<file path="config.mk">
export PLATFORM = sky130hd
export DESIGN_NAME = button_debounce
export DESIGN_NICKNAME = d
export VERILOG_FILES = /design/src/rtl/ui_pkg.sv /design/src/rtl/sample_tick.sv /design/src/rtl/button_debounce.sv
export SDC_FILE = /design/constraint.sdc
export NUM_CORES = 1
export LEC_CHECK = 0
export CAP_MARGIN = 25
export CORE_MARGIN = 2
export CORE_UTILIZATION = 51
export CTS_CLUSTER_DIAMETER = 60
export DETAILED_ROUTE_END_ITERATION = 8
export HOLD_SLACK_MARGIN = 0.02
export PLACE_DENSITY = 0.69
export SLEW_MARGIN = 30
export SYNTH_ARGS = -nofsm -noshare
export SYNTH_HDL_FRONTEND = slang
export SYNTH_SLANG_ARGS = --single-unit
</file>
<file path="constraint.sdc">
create_clock -name clk -period 3.65 [get_ports clk]
set_input_delay 0.9125 -clock clk [delete_from_list [all_inputs] [get_ports clk]]
set_output_delay 0.9125 -clock clk [all_outputs]
set_load 0.005 [all_outputs]
</file>
<file path="src/rtl/ui_pkg.sv">
// ---------------------------------------------------------------------------
// ui_pkg
// Shared definitions for the user-interface input blocks.
//   db_state_e  : debounce FSM states (UP, PRESS_CHK, DOWN, RELEASE_CHK)
//   clamp_min1  : clamps an integer to at least 1 (used for clock dividers)
//   max_int     : larger of two integers (used for counter sizing)
// ---------------------------------------------------------------------------
package ui_pkg;

   typedef enum logic [1:0] {
      ST_UP          = 2'd0,
      ST_PRESS_CHK   = 2'd1,
      ST_DOWN        = 2'd2,
      ST_RELEASE_CHK = 2'd3
   } db_state_e;

   function automatic int clamp_min1(input int v);
      return (v < 1) ? 1 : v;
   endfunction

   function automatic int max_int(input int a, input int b);
      return (a > b) ? a : b;
   endfunction

endpackage

</file>
<file path="src/rtl/sample_tick.sv">
// ---------------------------------------------------------------------------
// sample_tick
// Free-running divider: tick is high for one clk out of every DIV clks.
// The counter restarts from zero on reset, so the first tick follows
// DIV clks after rst falls.
//   clk  : system clock
//   rst  : asynchronous active-high reset
//   tick : one-clk strobe every DIV cycles (constantly high when DIV == 1)
// ---------------------------------------------------------------------------
module sample_tick #(
   parameter int DIV = 1
) (
   input  logic clk,
   input  logic rst,
   output logic tick
);

   // One spare bit so the terminal value DIV-1 always fits without wrapping.
   localparam int CW = $clog2(DIV) + 1;

   logic [CW-1:0] cnt_q;
   logic [CW-1:0] cnt_d;

   assign tick = (cnt_q == CW'(DIV - 1));

   always_comb begin
      cnt_d = cnt_q + CW'(1);
      if (tick) begin
         cnt_d = '0;
      end
   end

   always_ff @(posedge clk or posedge rst) begin
      if (rst) begin
         cnt_q <= '0;
      end else begin
         cnt_q <= cnt_d;
      end
   end

endmodule

</file>
<file path="src/rtl/button_debounce.sv">
// ---------------------------------------------------------------------------
// button_debounce
// Push-button conditioner: 2-flop synchronizer, sampled debounce FSM and
// one-clk press / release strobes. A level change is accepted only after
// STABLE_SAMPLES consecutive equal samples taken at SAMPLE_HZ.
//
// Optional feature (macro BUTTON_AUTOREPEAT_EN): while the button stays
// down, an extra press strobe is issued after REPEAT_DELAY samples and then
// every REPEAT_RATE samples.
//
// Ports
//   clk           : system clock (CLK_HZ)
//   rst           : asynchronous active-high reset
//   btn_in        : raw push-button, active-high, asynchronous to clk
//   level         : debounced button state (1 = pressed)
//   press         : one-clk strobe per accepted press (and per auto-repeat)
//   release_pulse : one-clk strobe per accepted release ("release" on its own
//                   is a reserved word in SystemVerilog)
// ---------------------------------------------------------------------------
module button_debounce
   import ui_pkg::*;
#(
   parameter int CLK_HZ         = 100000000,
   parameter int SAMPLE_HZ      = 1000,
   parameter int STABLE_SAMPLES = 8,
   parameter int REPEAT_DELAY   = 500,
   parameter int REPEAT_RATE    = 100
) (
   input  logic clk,
   input  logic rst,
   input  logic btn_in,
   output logic level,
   output logic press,
   output logic release_pulse
);

   localparam int DIV = clamp_min1(CLK_HZ / SAMPLE_HZ);
   localparam int SCW = $clog2(STABLE_SAMPLES) + 1;

   logic [1:0]     sync_q, sync_d;
   logic           sample;
   logic           tick;
   db_state_e      state_q, state_d;
   logic [SCW-1:0] stable_cnt_q, stable_cnt_d;
   logic           press_q, press_d;
   logic           release_q, release_d;
   logic           fsm_press;
   logic           rep_fire;

   assign sync_d = {sync_q[0], btn_in};
   assign sample = sync_q[1];

   sample_tick #(
      .DIV (DIV)
   ) u_sample_tick (
      .clk  (clk),
      .rst  (rst),
      .tick (tick)
   );

   // Debounce FSM: only advances on a sample tick, holds otherwise.
   always_comb begin
      state_d      = state_q;
      stable_cnt_d = stable_cnt_q;
      if (tick) begin
         case (state_q)
            ST_UP: begin
               if (sample) begin
                  state_d      = ST_PRESS_CHK;
                  stable_cnt_d = SCW'(1);
               end
            end
            ST_PRESS_CHK: begin
               if (!sample) begin
                  state_d = ST_UP;
               end else begin
                  stable_cnt_d = stable_cnt_q + SCW'(1);
                  if (stable_cnt_q + SCW'(1) >= SCW'(STABLE_SAMPLES)) begin
                     state_d = ST_DOWN;
                  end
               end
            end
            ST_DOWN: begin
               if (!sample) begin
                  state_d      = ST_RELEASE_CHK;
                  stable_cnt_d = SCW'(1);
               end
            end
            ST_RELEASE_CHK: begin
               if (sample) begin
                  state_d = ST_DOWN;
               end else begin
                  stable_cnt_d = stable_cnt_q + SCW'(1);
                  if (stable_cnt_q + SCW'(1) >= SCW'(STABLE_SAMPLES)) begin
                     state_d = ST_UP;
                  end
               end
            end
            default: begin
               state_d = ST_UP;
            end
         endcase
      end
   end

   assign fsm_press = (state_q == ST_PRESS_CHK) && (state_d == ST_DOWN);
   assign release_d = (state_q == ST_RELEASE_CHK) && (state_d == ST_UP);
   assign press_d   = fsm_press | rep_fire;

`ifdef BUTTON_AUTOREPEAT_EN
   localparam int RMAX = max_int(REPEAT_DELAY, REPEAT_RATE);
   localparam int RW   = $clog2(RMAX) + 1;

   logic [RW-1:0] rep_cnt_q, rep_cnt_d;
   logic          rep_armed_q, rep_armed_d;  // 0: waiting out the first delay
   logic [RW-1:0] rep_target;
   logic          rep_fire_c;

   assign rep_target = rep_armed_q ? RW'(REPEAT_RATE) : RW'(REPEAT_DELAY);

   // Only a fresh press restarts the repeat timer. A bounce that drops
   // into RELEASE_CHK and comes back to DOWN resumes the count where it
   // stopped, because the counter advances only on ticks that stay in DOWN.
   always_comb begin
      rep_cnt_d   = rep_cnt_q;
      rep_armed_d = rep_armed_q;
      rep_fire_c  = 1'b0;
      if (fsm_press) begin
         rep_cnt_d   = '0;
         rep_armed_d = 1'b0;
      end else if ((state_q == ST_DOWN) && tick && sample) begin
         if (rep_cnt_q + RW'(1) >= rep_target) begin
            rep_fire_c  = 1'b1;
            rep_cnt_d   = '0;
            rep_armed_d = 1'b1;
         end else begin
            rep_cnt_d = rep_cnt_q + RW'(1);
         end
      end
   end

   assign rep_fire = rep_fire_c;

   always_ff @(posedge clk or posedge rst) begin
      if (rst) begin
         rep_cnt_q   <= '0;
         rep_armed_q <= 1'b0;
      end else begin
         rep_cnt_q   <= rep_cnt_d;
         rep_armed_q <= rep_armed_d;
      end
   end
`else
   assign rep_fire = 1'b0;
`endif

   always_ff @(posedge clk or posedge rst) begin
      if (rst) begin
         sync_q       <= '0;
         state_q      <= ST_UP;
         stable_cnt_q <= '0;
         press_q      <= 1'b0;
         release_q    <= 1'b0;
      end else begin
         sync_q       <= sync_d;
         state_q      <= state_d;
         stable_cnt_q <= stable_cnt_d;
         press_q      <= press_d;
         release_q    <= release_d;
      end
   end

   assign level         = (state_q == ST_DOWN) || (state_q == ST_RELEASE_CHK);
   assign press         = press_q;
   assign release_pulse = release_q;

endmodule

</file>
==> metrics.md <==
| Metric | Value |
|---|---|
| Fin Setup TNS | `0 ps` |
| DRT Wirelength | `2090 um` |
| Area delta synth->final | `10.4%` |
| Gates resized, CTS repair | `0` |
| Register area share after synthesis | `53.6%` |
| Final Hold Viols | `0` |
| Critical R2R Launch | `u_sample_tick.cnt_q[0]` |
| M1 WL | `1000 um` |
| Crit path launch | `state_q[1]` |
| Gpl congestion | `0.769` |
| Die span in x | `54.6 um` |
| Met2 wire length | `995 um` |
| NumNets Final | `127` |
| Syn avg cell area | `11.6 um^2` |
| Number of global-route vias before repair | `814` |
| Clk sinks | `28` |
| Highest-count cells in the layout ignoring fill and taps | `dfrtp_1 (28), nor2_1 (11)` |
| Port bufs | `5` |
| Hold Buf Count CTS | `0` |
| Cell family with most CP delay | `buffers and inverters` |
| GRT Util Overall | `17.3%` |
| Layout filler cell count | `225` |
| # rows | `18` |
| WL/cell | `13.9 um` |
| Final clock skew | `1.98 ps` |
| Cell count after synthesis | `113` |
| Distinct cell type count after synthesis | `31` |
| Crit end category | `output port` |
| Post-synth EDFFs | `0` |
| Setup bufs post-CTS | `0` |
| Global route overflow | `0` |
| Met3 WL | `43 um` |
| Max Freq | `451 MHz` |
| Synthesis-stage register bit count | `28` |
| Final period util | `60.8%` |
| Req. time, crit path | `2740 ps` |
| Drt drc | `0` |
| Worst hold path class | `flip-flop to flip-flop` |
| Total CTS buffers | `3` |
| Ant diodes | `0` |
| Critical path type | `flip-flop to output port` |
| Max VDD drop | `285 uV` |
| Post-synth design cell area | `1310 um^2` |
| Core Box Area | `2450 um^2` |
| DR pass1 iterations | `6` |
| CP endpoint | `level` |
| Slew margin rel. | `58.4%` |
| Yosys warns | `0` |
| Slowest CP cell | `clkdlybuf4s50_1` |
| First-pass GRT wire length | `3610 um` |
| CP Max Fanout | `5` |
| Arr. time, crit path | `1310 ps` |
| Leakage Power | `0.631 nW` |
| Iter 0 DRT Violations | `10` |
| Initial Utilization | `53.2%` |
| Setup violators final | `0` |
| Fin. max-slew vios | `0` |
| Routed vias | `835` |
| Share of cells above drive strength 1 | `14.0%` |
| CP peak stage delay | `530 ps` |
| Fin Hold WS | `374 ps` |
| RSZ-0062 raised after global routing | `no` |
| Die area | `2980 um^2` |
| Actual slew at the worst max-slew pin | `619 ps` |
| Synth async-reset ratio | `100%` |
| CTS tree | `yes` |
| Largest net degree at the start of global routing | `29` |
| Levels on crit path | `1` |
| Commonest non-fill, non-tap cell in the layout | `dfrtp_1` |
| Initial antenna violation count | `0` |
| Die height | `54.6 um` |
| Path depth of the worst reg2reg path | `5` |
| Via/cell ratio | `5.53` |
| Skew-Pair Late Insertion Delay | `330 ps` |
| Cell area power density | `363 nW/um^2` |
| H-Tree Depth | `1` |
| Top_reg_cell synth | `dfrtp_1` |
| CTS max path bufs | `2` |
| Min-delay src | `sync_q[0]` |
| Max Used Layer | `met4` |
| Status | `finished clean` |
| IO Pins | `6` |
| Crit-path cells | `clkdlybuf4s50_1` |
| HPWL after detailed placement | `1520 um` |
| Max_cap viols | `0` |
| Worst R2R End | `stable_cnt_q[0]` |
| CTS root buf | `clkbuf_4` |
| Post-Syn Nets | `118` |
| Final Critical Period | `2220 ps` |
| Buf/Inv on CP | `1` |
| Final ANT Viol Nets | `0` |
| Total power draw | `0.523 mW` |
| Clk pin slew, worst setup/hold paths | `140 ps` |
| R2R Setup Slk | `1720 ps` |
| CP startpoint kind | `flip-flop` |
report_power, final:
group          switching [mW]  total [mW]  internal (mW)
clock                  0.0907       0.202          0.111
sequential           0.000870       0.312          0.311
combinational         0.00657     0.00905        0.00248
total                  0.0982       0.523          0.425
cells in the mapped netlist (2+ instances only):
| cell type | number | share of area (%) |
|---|---|---|
| o41ai_1 | 2 | 1.3 |
| mux2_4 | 3 | 3.4 |
| nand3_1 | 8 | 3.1 |
| nor4_2 | 2 | 1.9 |
| xnor2_1 | 8 | 5.4 |
| nor2b_1 | 3 | 1.4 |
| nor2_1 | 11 | 3.2 |
| o21ai_1 | 2 | 0.77 |
| and4_1 | 2 | 1.3 |
| o21ai_0 | 3 | 1.1 |
| inv_1 | 2 | 0.57 |
| dfrtp_1 | 28 | 54 |
| nand2_1 | 8 | 2.3 |
| ha_1 | 2 | 1.9 |
| and3_1 | 2 | 0.96 |
| nor3b_1 | 2 | 1.1 |
| or3_4 | 2 | 1.7 |
| nand4_1 | 3 | 1.4 |
| xor2_1 | 8 | 5.4 |
layer usage:
| layer | GRT usage (%) | up-vias |
|---|---|---|
| met4 | 9.58 | 0 |
| met5 | 0 | - |
| met1 | 23.0 | 402 |
| met3 | 2.46 | 5 |
| li1 | - | 418 |
| met2 | 27.0 | 10 |
worst min-delay path by stage:
stage	cells past startpoint	end
after floorplan	0	sync_q[1]
after global placement	0	sync_q[1]
after detailed placement	0	sync_q[1]
after CTS	0	sync_q[1]
after global routing	0	sync_q[1]
final	0	sync_q[1]
stage by stage:
| stage | utilization [%] | setup WS, ps | cell area (um^2) | cells |
|---|---|---|---|---|
| 4_1_cts | 58.8 | 1410 | 1440 | 151 |
| 6_report | 58.8 | 1430 | 1440 | 151 |
| 3_5_place_dp | 56.6 | 1730 | 1390 | 147 |
| 2_1_floorplan | - | 1870 | 1310 | 113 |
| 5_1_grt | 58.8 | 1340 | 1440 | 151 |
| 3_3_place_gp | 56.6 | 1500 | 1390 | 147 |
cell families (layout without fill, tap and decap cells):
family	count (synthesis)	in the layout	share of synthesized area (%)
AO/OA/AOI/OAI	10	10	4.98
XOR/XNOR	16	16	10.7
adder cells (fa/ha/maj)	2	2	1.92
buffers and inverters	3	11	0.862
flip-flops	28	28	53.6
multiplexers	3	3	3.45
AND/OR/NAND/NOR	51	51	24.4
flip-flops by register name, indices dropped and copies added, names as in the netlist:
register and cells:
press 1, release_pulse 1, stable_cnt_q 4, state_q 2, sync_q 2, u_sample_tick.cnt_q 18
final cells by class:
class / instances / area, um^2 / area share [%]
Sequential cell: 28 / 701 / 48.6
Multi-Input combinational cell: 82 / 594 / 41.2
Timing Repair Buffer: 5 / 50.0 / 3.47
Tap cell: 30 / 37.5 / 2.60
Clock inverter: 1 / 30.0 / 2.08
Clock buffer: 3 / 22.5 / 1.56
Inverter: 2 / 7.51 / 0.520
(Power assumes the default switching activity.)
